==> src/rtl/xg_fetch_unit_pkg.sv <==
// xg_fetch_unit_pkg: shared fetch-stage constants and the run/drain state type
package xg_fetch_unit_pkg;
  localparam logic [31:0] INSTR_NOP = 32'h0000_0013;
  localparam int XG_FETCH_DEPTH = 2;
  localparam logic [31:0] XG_RESET_PC = 32'h0000_0000;
  typedef enum logic {RUN, DRAIN} fetch_state_e;
endpackage

==> src/rtl/xg_fetch_fifo.sv <==
// xg_fetch_fifo: synchronous {pc,instr} queue with push, pop, flush and count
// Ports: clk/reset (sync, active-high); push with push_pc/push_instr; pop; flush
// empties the queue; count is the fill level; head_pc/head_instr show the oldest entry.
module xg_fetch_fifo #(
  parameter int DEPTH = 2,
  parameter int AW = 32
) (
  input  logic                     clk,
  input  logic                     reset,
  input  logic                     push,
  input  logic                     pop,
  input  logic                     flush,
  input  logic [AW-1:0]            push_pc,
  input  logic [31:0]              push_instr,
  output logic [$clog2(DEPTH):0]   count,
  output logic [AW-1:0]            head_pc,
  output logic [31:0]              head_instr
);
  localparam int PW = $clog2(DEPTH);
  localparam int CW = PW + 1;
  logic [AW+31:0] mem [DEPTH];
  logic [PW-1:0] rd_ptr, wr_ptr;
  logic do_pop;
  assign do_pop = pop && count != '0;
  assign {head_pc, head_instr} = mem[rd_ptr];
  // On a full queue with a simultaneous pop, wr_ptr equals rd_ptr: the write
  // lands in the slot being vacated, so the new entry ends up behind the head.
  always_ff @(posedge clk) begin
    if (push && !reset && !flush) mem[wr_ptr] <= {push_pc, push_instr};
    if (reset || flush) begin
      rd_ptr <= '0;
      wr_ptr <= '0;
      count  <= '0;
    end else begin
      if (push) wr_ptr <= wr_ptr + 1'b1;
      if (do_pop) rd_ptr <= rd_ptr + 1'b1;
      count <= count + CW'(push) - CW'(do_pop);
    end
  end
endmodule

==> src/rtl/xg_fetch_unit.sv <==
// xg_fetch_unit: in-order instruction fetch with credit-limited queue and redirect flush
// Ports: clk/reset (sync, active-high); imem_req/imem_addr/imem_gnt request side;
// imem_rvalid/imem_rdata in-order responses; redirect/redirect_pc pipeline redirect;
// id_valid/id_ready/id_instr/id_pc decode handshake.
// XG_FETCH_NOP_INJECT_EN: when defined, id_instr shows a NOP during bubbles and
// id_pc holds the last popped PC; otherwise both hold the last head values.
module xg_fetch_unit
  import xg_fetch_unit_pkg::*;
#(
  parameter int DEPTH = XG_FETCH_DEPTH,
  parameter int ADDR_WIDTH = 32,
  parameter logic [ADDR_WIDTH-1:0] RESET_PC = ADDR_WIDTH'(XG_RESET_PC)
) (
  input  logic                  clk,
  input  logic                  reset,
  output logic                  imem_req,
  output logic [ADDR_WIDTH-1:0] imem_addr,
  input  logic                  imem_gnt,
  input  logic                  imem_rvalid,
  input  logic [31:0]           imem_rdata,
  input  logic                  redirect,
  input  logic [ADDR_WIDTH-1:0] redirect_pc,
  output logic                  id_valid,
  input  logic                  id_ready,
  output logic [31:0]           id_instr,
  output logic [ADDR_WIDTH-1:0] id_pc
);
  localparam int CW = $clog2(DEPTH) + 1;
  logic [ADDR_WIDTH-1:0] fetch_pc, resp_pc, aligned_pc, head_pc, last_pc;
  logic [31:0] head_instr;
  logic [CW-1:0] outstanding, drop_cnt, count;
  logic gnt, rv, push, pop;
  fetch_state_e state;
  assign aligned_pc = redirect_pc & ~ADDR_WIDTH'(3);
  assign state = drop_cnt != '0 ? DRAIN : RUN;
  // A response with nothing outstanding belongs to a request issued before reset.
  assign rv = imem_rvalid && outstanding != '0;
  // Credit counts in-flight requests plus queued entries, so a push never overflows.
  assign imem_req = !reset && !redirect && ({1'b0, outstanding} + {1'b0, count} < (CW+1)'(DEPTH));
  assign imem_addr = fetch_pc;
  assign gnt = imem_req && imem_gnt;
  assign push = rv && !redirect && state == RUN;
  assign id_valid = count != '0;
  assign pop = id_valid && id_ready && !redirect;
  assign id_pc = id_valid ? head_pc : last_pc;
  always_ff @(posedge clk) begin
    if (reset) begin
      fetch_pc    <= RESET_PC;
      resp_pc     <= RESET_PC;
      outstanding <= '0;
      drop_cnt    <= '0;
    end else begin
      outstanding <= outstanding + CW'(gnt) - CW'(rv);
      if (redirect) begin
        fetch_pc <= aligned_pc;
        resp_pc  <= aligned_pc;
        drop_cnt <= outstanding - CW'(rv);
      end else begin
        if (gnt) fetch_pc <= fetch_pc + ADDR_WIDTH'(4);
        if (push) resp_pc <= resp_pc + ADDR_WIDTH'(4);
        if (rv && state == DRAIN) drop_cnt <= drop_cnt - 1'b1;
      end
    end
  end
  xg_fetch_fifo #(.DEPTH(DEPTH), .AW(ADDR_WIDTH)) u_fifo (
    .clk        (clk),
    .reset      (reset),
    .push       (push),
    .pop        (pop),
    .flush      (redirect),
    .push_pc    (resp_pc),
    .push_instr (imem_rdata),
    .count      (count),
    .head_pc    (head_pc),
    .head_instr (head_instr)
  );
`ifdef XG_FETCH_NOP_INJECT_EN
  always_ff @(posedge clk) last_pc <= reset ? '0 : pop ? head_pc : last_pc;
  assign id_instr = id_valid ? head_instr : INSTR_NOP;
`else
  logic [31:0] last_instr;
  always_ff @(posedge clk) begin
    if (reset) {last_pc, last_instr} <= '0;
    else if (id_valid) {last_pc, last_instr} <= {head_pc, head_instr};
  end
  assign id_instr = id_valid ? head_instr : last_instr;
`endif
endmodule
==> config.mk <==
export PLATFORM = sky130hd
export DESIGN_NAME = xg_fetch_unit
export DESIGN_NICKNAME = d
export VERILOG_FILES = /design/src/rtl/xg_fetch_unit_pkg.sv /design/src/rtl/xg_fetch_fifo.sv /design/src/rtl/xg_fetch_unit.sv
export SDC_FILE = /design/constraint.sdc
export NUM_CORES = 1
export LEC_CHECK = 0
export CORE_MARGIN = 4
export CORE_UTILIZATION = 48
export CTS_CLUSTER_SIZE = 20
export DETAILED_ROUTE_END_ITERATION = 7
export GPL_ROUTABILITY_DRIVEN = 0
export PLACE_DENSITY = 0.76
export SLEW_MARGIN = 10
export SYNTH_ARGS = -nofsm -noshare
export SYNTH_HDL_FRONTEND = slang
export SYNTH_SLANG_ARGS = --single-unit
==> constraint.sdc <==
create_clock -name clk -period 6.7 [get_ports clk]
set_input_delay 1.34 -clock clk [delete_from_list [all_inputs] [get_ports clk]]
set_output_delay 1.34 -clock clk [all_outputs]
set_load 0.02 [all_outputs]
==> flow_summary.rst <==
.. list-table::
   :header-rows: 1

   * - Metric
     - Value
   * - Status
     - complete, no violations
   * - Antenna-violating nets left
     - 0
   * - Clock latency on the worst-skew pair
     - 520 ps
   * - Wirelength, routed
     - 23,100 um
   * - Pin slew with the least headroom to its limit
     - 1090 ps
   * - Commonest cells after routing, fill and taps aside
     - sky130_fd_sc_hd__clkdlybuf4s50_1, sky130_fd_sc_hd__dfxtp_1, sky130_fd_sc_hd__edfxtp_1
   * - Total of warnings raised by yosys
     - 0
   * - Highest net fanout along the worst path
     - 39
   * - Endpoint class of the critical path
     - output pin
   * - Top FF cell, synth
     - sky130_fd_sc_hd__dfxtp_1
   * - Core Footprint
     - 0.0213 mm2
   * - Leakage component of the power
     - 4.46 nW
   * - Standard-cell row count
     - 53
   * - Maximum level of the CTS H-tree
     - 1
   * - Tightest Hold Check Type
     - flop to flop
   * - Maximum operating frequency
     - 0.212 GHz
   * - Startpoint of the lowest-slack register-to-register path
     - drop_cnt[0]
   * - Layout Area Growth over Synthesis
     - 25.5%
   * - DP HPWL
     - 15,100 um
   * - FF-to-FF End
     - u_fifo.mem[1][8]
   * - Wire length of the first global-routing pass
     - 36,900 um
   * - Post-Syn Instances
     - 930
   * - Cell accounting for the most synthesized area
     - sky130_fd_sc_hd__edfxtp_1
   * - Chip Width
     - 156 um
   * - Proportion of register bits with asynchronous set or reset after synthesis
     - 0%
   * - Final Util
     - 62.1%
   * - CTS tree
     - built
   * - Via density
     - 5.27
   * - Sum of negative setup slack
     - 0 ps
   * - Total count of max-transition violations in the final report
     - 0
   * - Starting Density
     - 49.5%
   * - Initial antenna violation count
     - 0
   * - Clock-pin slew of the registers on the worst-case setup and hold paths
     - 60 ps
   * - Worst-case headroom to the max-slew limit
     - 27.1%
   * - FF-to-FF setup slack
     - 3900 ps
   * - Number of diodes
     - 0
   * - Register area share after synthesis
     - 60.6%
   * - Top cells by area, synth
     - sky130_fd_sc_hd__edfxtp_1, sky130_fd_sc_hd__dfxtp_1, sky130_fd_sc_hd__mux2i_1
   * - Worst EP arrival
     - 3370 ps
   * - Total power density per cell area
     - 276 mW/mm2
   * - Post-layout nets
     - 1,157
   * - Router iterations before antenna repair
     - 5
   * - I/O Pins
     - 168
   * - Share of post-route cells with drive strength above 1
     - 5.65%
   * - Number of buffers on the longest clock path
     - 3
   * - Number of buffers created by CTS
     - 26
   * - Number of global-route vias before repair
     - 7,168
   * - Via Count
     - 7,237
   * - First element of the critical path
     - redirect
   * - I/O Buffers
     - 163
   * - Final count of hold timing violations
     - 0
   * - Post-route insts no fill
     - 1,373
   * - Post-synthesis area per instance
     - 11.3 um2
   * - Inst Count DP
     - 1,325
   * - Critical setup path kind
     - input port to output pin
   * - Final Cycle Share
     - 70.4%
   * - Overall routing resource usage
     - 18.6%
   * - Post-synth EDFFs
     - 124
   * - Area share of the leading cell type in the synthesized netlist
     - 35.3%
   * - Max-cap check violation count
     - 0
   * - CTS Root Cell
     - sky130_fd_sc_hd__clkbuf_16
   * - Data required time of the worst path
     - 5360 ps
   * - Most common cell after layout, fill and taps aside
     - sky130_fd_sc_hd__clkdlybuf4s50_1
   * - Hold WS
     - 494 ps
   * - Number of gates resized after cts
     - 0
   * - Count of different cell masters after synthesis
     - 53
   * - Num Clock Sinks
     - 257
   * - Detailed router's first-iteration violation count
     - 405
   * - Number of DRC violations after detailed routing
     - 0
   * - Overall power of the completed layout
     - 0.00365 W
   * - FF+latch count, synth
     - 257
   * - Hold-fix buffers, CTS
     - 0
   * - Height of the chip
     - 156 um
   * - Setup-failing EPs final
     - 0
   * - Setup bufs post-CTS
     - 0
   * - R2r worst-path depth
     - 5
   * - RSZ-0062 raised after global routing
     - no
   * - Capture point of the critical path
     - imem_req
   * - Pin count of the biggest net entering global routing
     - 94
   * - Total congestion overflow after global routing
     - 0
   * - Average detailed-routed wire length per instance
     - 16.8 um
   * - DIE AREA
     - 0.0244 mm2
   * - Highest ir drop seen on vdd
     - 0.141 mV
   * - Launching element type of the critical path
     - input port
   * - Summed instance area of the synthesized netlist
     - 0.0105 mm2
   * - Clock Skew
     - 12.8 ps
   * - Fin crit period
     - 4710 ps
-- through the flow --
step | setup WS (ps) | cell area (um2)
after floorplan | 1810 | 10500
after global placement | 2010 | 12400
after detailed placement | 2020 | 12400
after CTS | 2000 | 13200
after global routing | 1820 | 13200
final | 1990 | 13200
-- layer usage --
layer | vias up | track usage [%] | wire length (um)
li1 | 3579 | - | -
met1 | 3385 | 25.8 | 10500
met2 | 244 | 30.1 | 10500
met3 | 29 | 3.61 | 1790
met4 | 0 | 4.79 | 357
met5 | - | 0 | 0
-- sequential cells by signal (all words and copies together), names as in the netlist, named ones only --
name / flops
u_fifo.wr_ptr: 1
u_fifo.count: 2
drop_cnt: 2
u_fifo.mem: 124
u_fifo.rd_ptr: 1
last_instr: 32
resp_pc: 30
last_pc: 32
imem_addr: 30
outstanding: 2
-- cell usage after synthesis (2+ instances only) --
master,count
sky130_fd_sc_hd__a211oi_1,7
sky130_fd_sc_hd__a21boi_0,24
sky130_fd_sc_hd__a21boi_1,2
sky130_fd_sc_hd__a21o_1,2
sky130_fd_sc_hd__a21oi_1,30
sky130_fd_sc_hd__a31oi_1,5
sky130_fd_sc_hd__and2_1,7
sky130_fd_sc_hd__and3_1,8
sky130_fd_sc_hd__and4_1,8
sky130_fd_sc_hd__buf_1,5
sky130_fd_sc_hd__buf_2,6
sky130_fd_sc_hd__buf_4,3
sky130_fd_sc_hd__clkbuf_1,37
sky130_fd_sc_hd__dfxtp_1,133
sky130_fd_sc_hd__edfxtp_1,124
sky130_fd_sc_hd__ha_1,8
sky130_fd_sc_hd__inv_1,29
sky130_fd_sc_hd__mux2i_1,64
sky130_fd_sc_hd__nand2_1,98
sky130_fd_sc_hd__nand3_1,15
sky130_fd_sc_hd__nand3b_1,2
sky130_fd_sc_hd__nand4_1,19
sky130_fd_sc_hd__nand4_2,2
sky130_fd_sc_hd__nor2_1,37
sky130_fd_sc_hd__nor2b_1,67
sky130_fd_sc_hd__nor3_1,16
sky130_fd_sc_hd__nor4_1,9
sky130_fd_sc_hd__nor4_4,3
sky130_fd_sc_hd__o211ai_1,2
sky130_fd_sc_hd__o21ai_0,68
sky130_fd_sc_hd__o21bai_1,7
sky130_fd_sc_hd__o22ai_1,5
sky130_fd_sc_hd__o311ai_0,2
sky130_fd_sc_hd__or4_1,3
sky130_fd_sc_hd__xnor2_1,39
sky130_fd_sc_hd__xor2_1,17
-- worst min path at each step --
stage	endpoint	cells after the start	slack, ps	startpoint
global route	u_fifo.mem[0][63]	0	520	resp_pc[31]
global placement	u_fifo.mem[0][40]	0	470	resp_pc[8]
detailed placement	u_fifo.mem[1][63]	0	480	resp_pc[31]
floorplan	u_fifo.mem[0][63]	0	450	resp_pc[31]
CTS	u_fifo.mem[0][63]	0	490	resp_pc[31]
finish	u_fifo.mem[0][63]	0	490	resp_pc[31]
-- layout make-up --
| cell class | count | area, um2 |
|---|---|---|
| multi-input combinational | 593 | 3840 |
| sequential | 257 | 6390 |
| timing repair buffer | 171 | 1690 |
| tap | 275 | 344 |
| clock buffer | 37 | 766 |
| inverter | 29 | 109 |
| fill | 1703 | 8060 |
| clock inverter | 11 | 85.1 |
-- power by group --
group          leakage [nW]  switching [W]  internal, W  total (W)
Combinational          1.83       0.000243     0.000205   0.000448
Clock                 0.417       0.000581     0.000837    0.00142
Sequential             2.21      0.0000607      0.00172    0.00179
-- kinds of logic after synthesis --
group,synth area share (%)
AO/OA/AOI/OAI,8.95
XOR/XNOR,4.65
adder cells (fa/ha/maj),1.14
buffers and inverters,3.13
flip-flops,60.6
multiplexers,6.19
other,0.0356
AND/OR/NAND/NOR,15.3
-- critical path, cell delays in order --
cell	delay (ps)
sky130_fd_sc_hd__clkdlybuf4s50_1	390
sky130_fd_sc_hd__buf_4	260
sky130_fd_sc_hd__or2_2	460
sky130_fd_sc_hd__nor3_1	250
sky130_fd_sc_hd__clkdlybuf4s50_1	660
(Power assumes the default switching activity.)
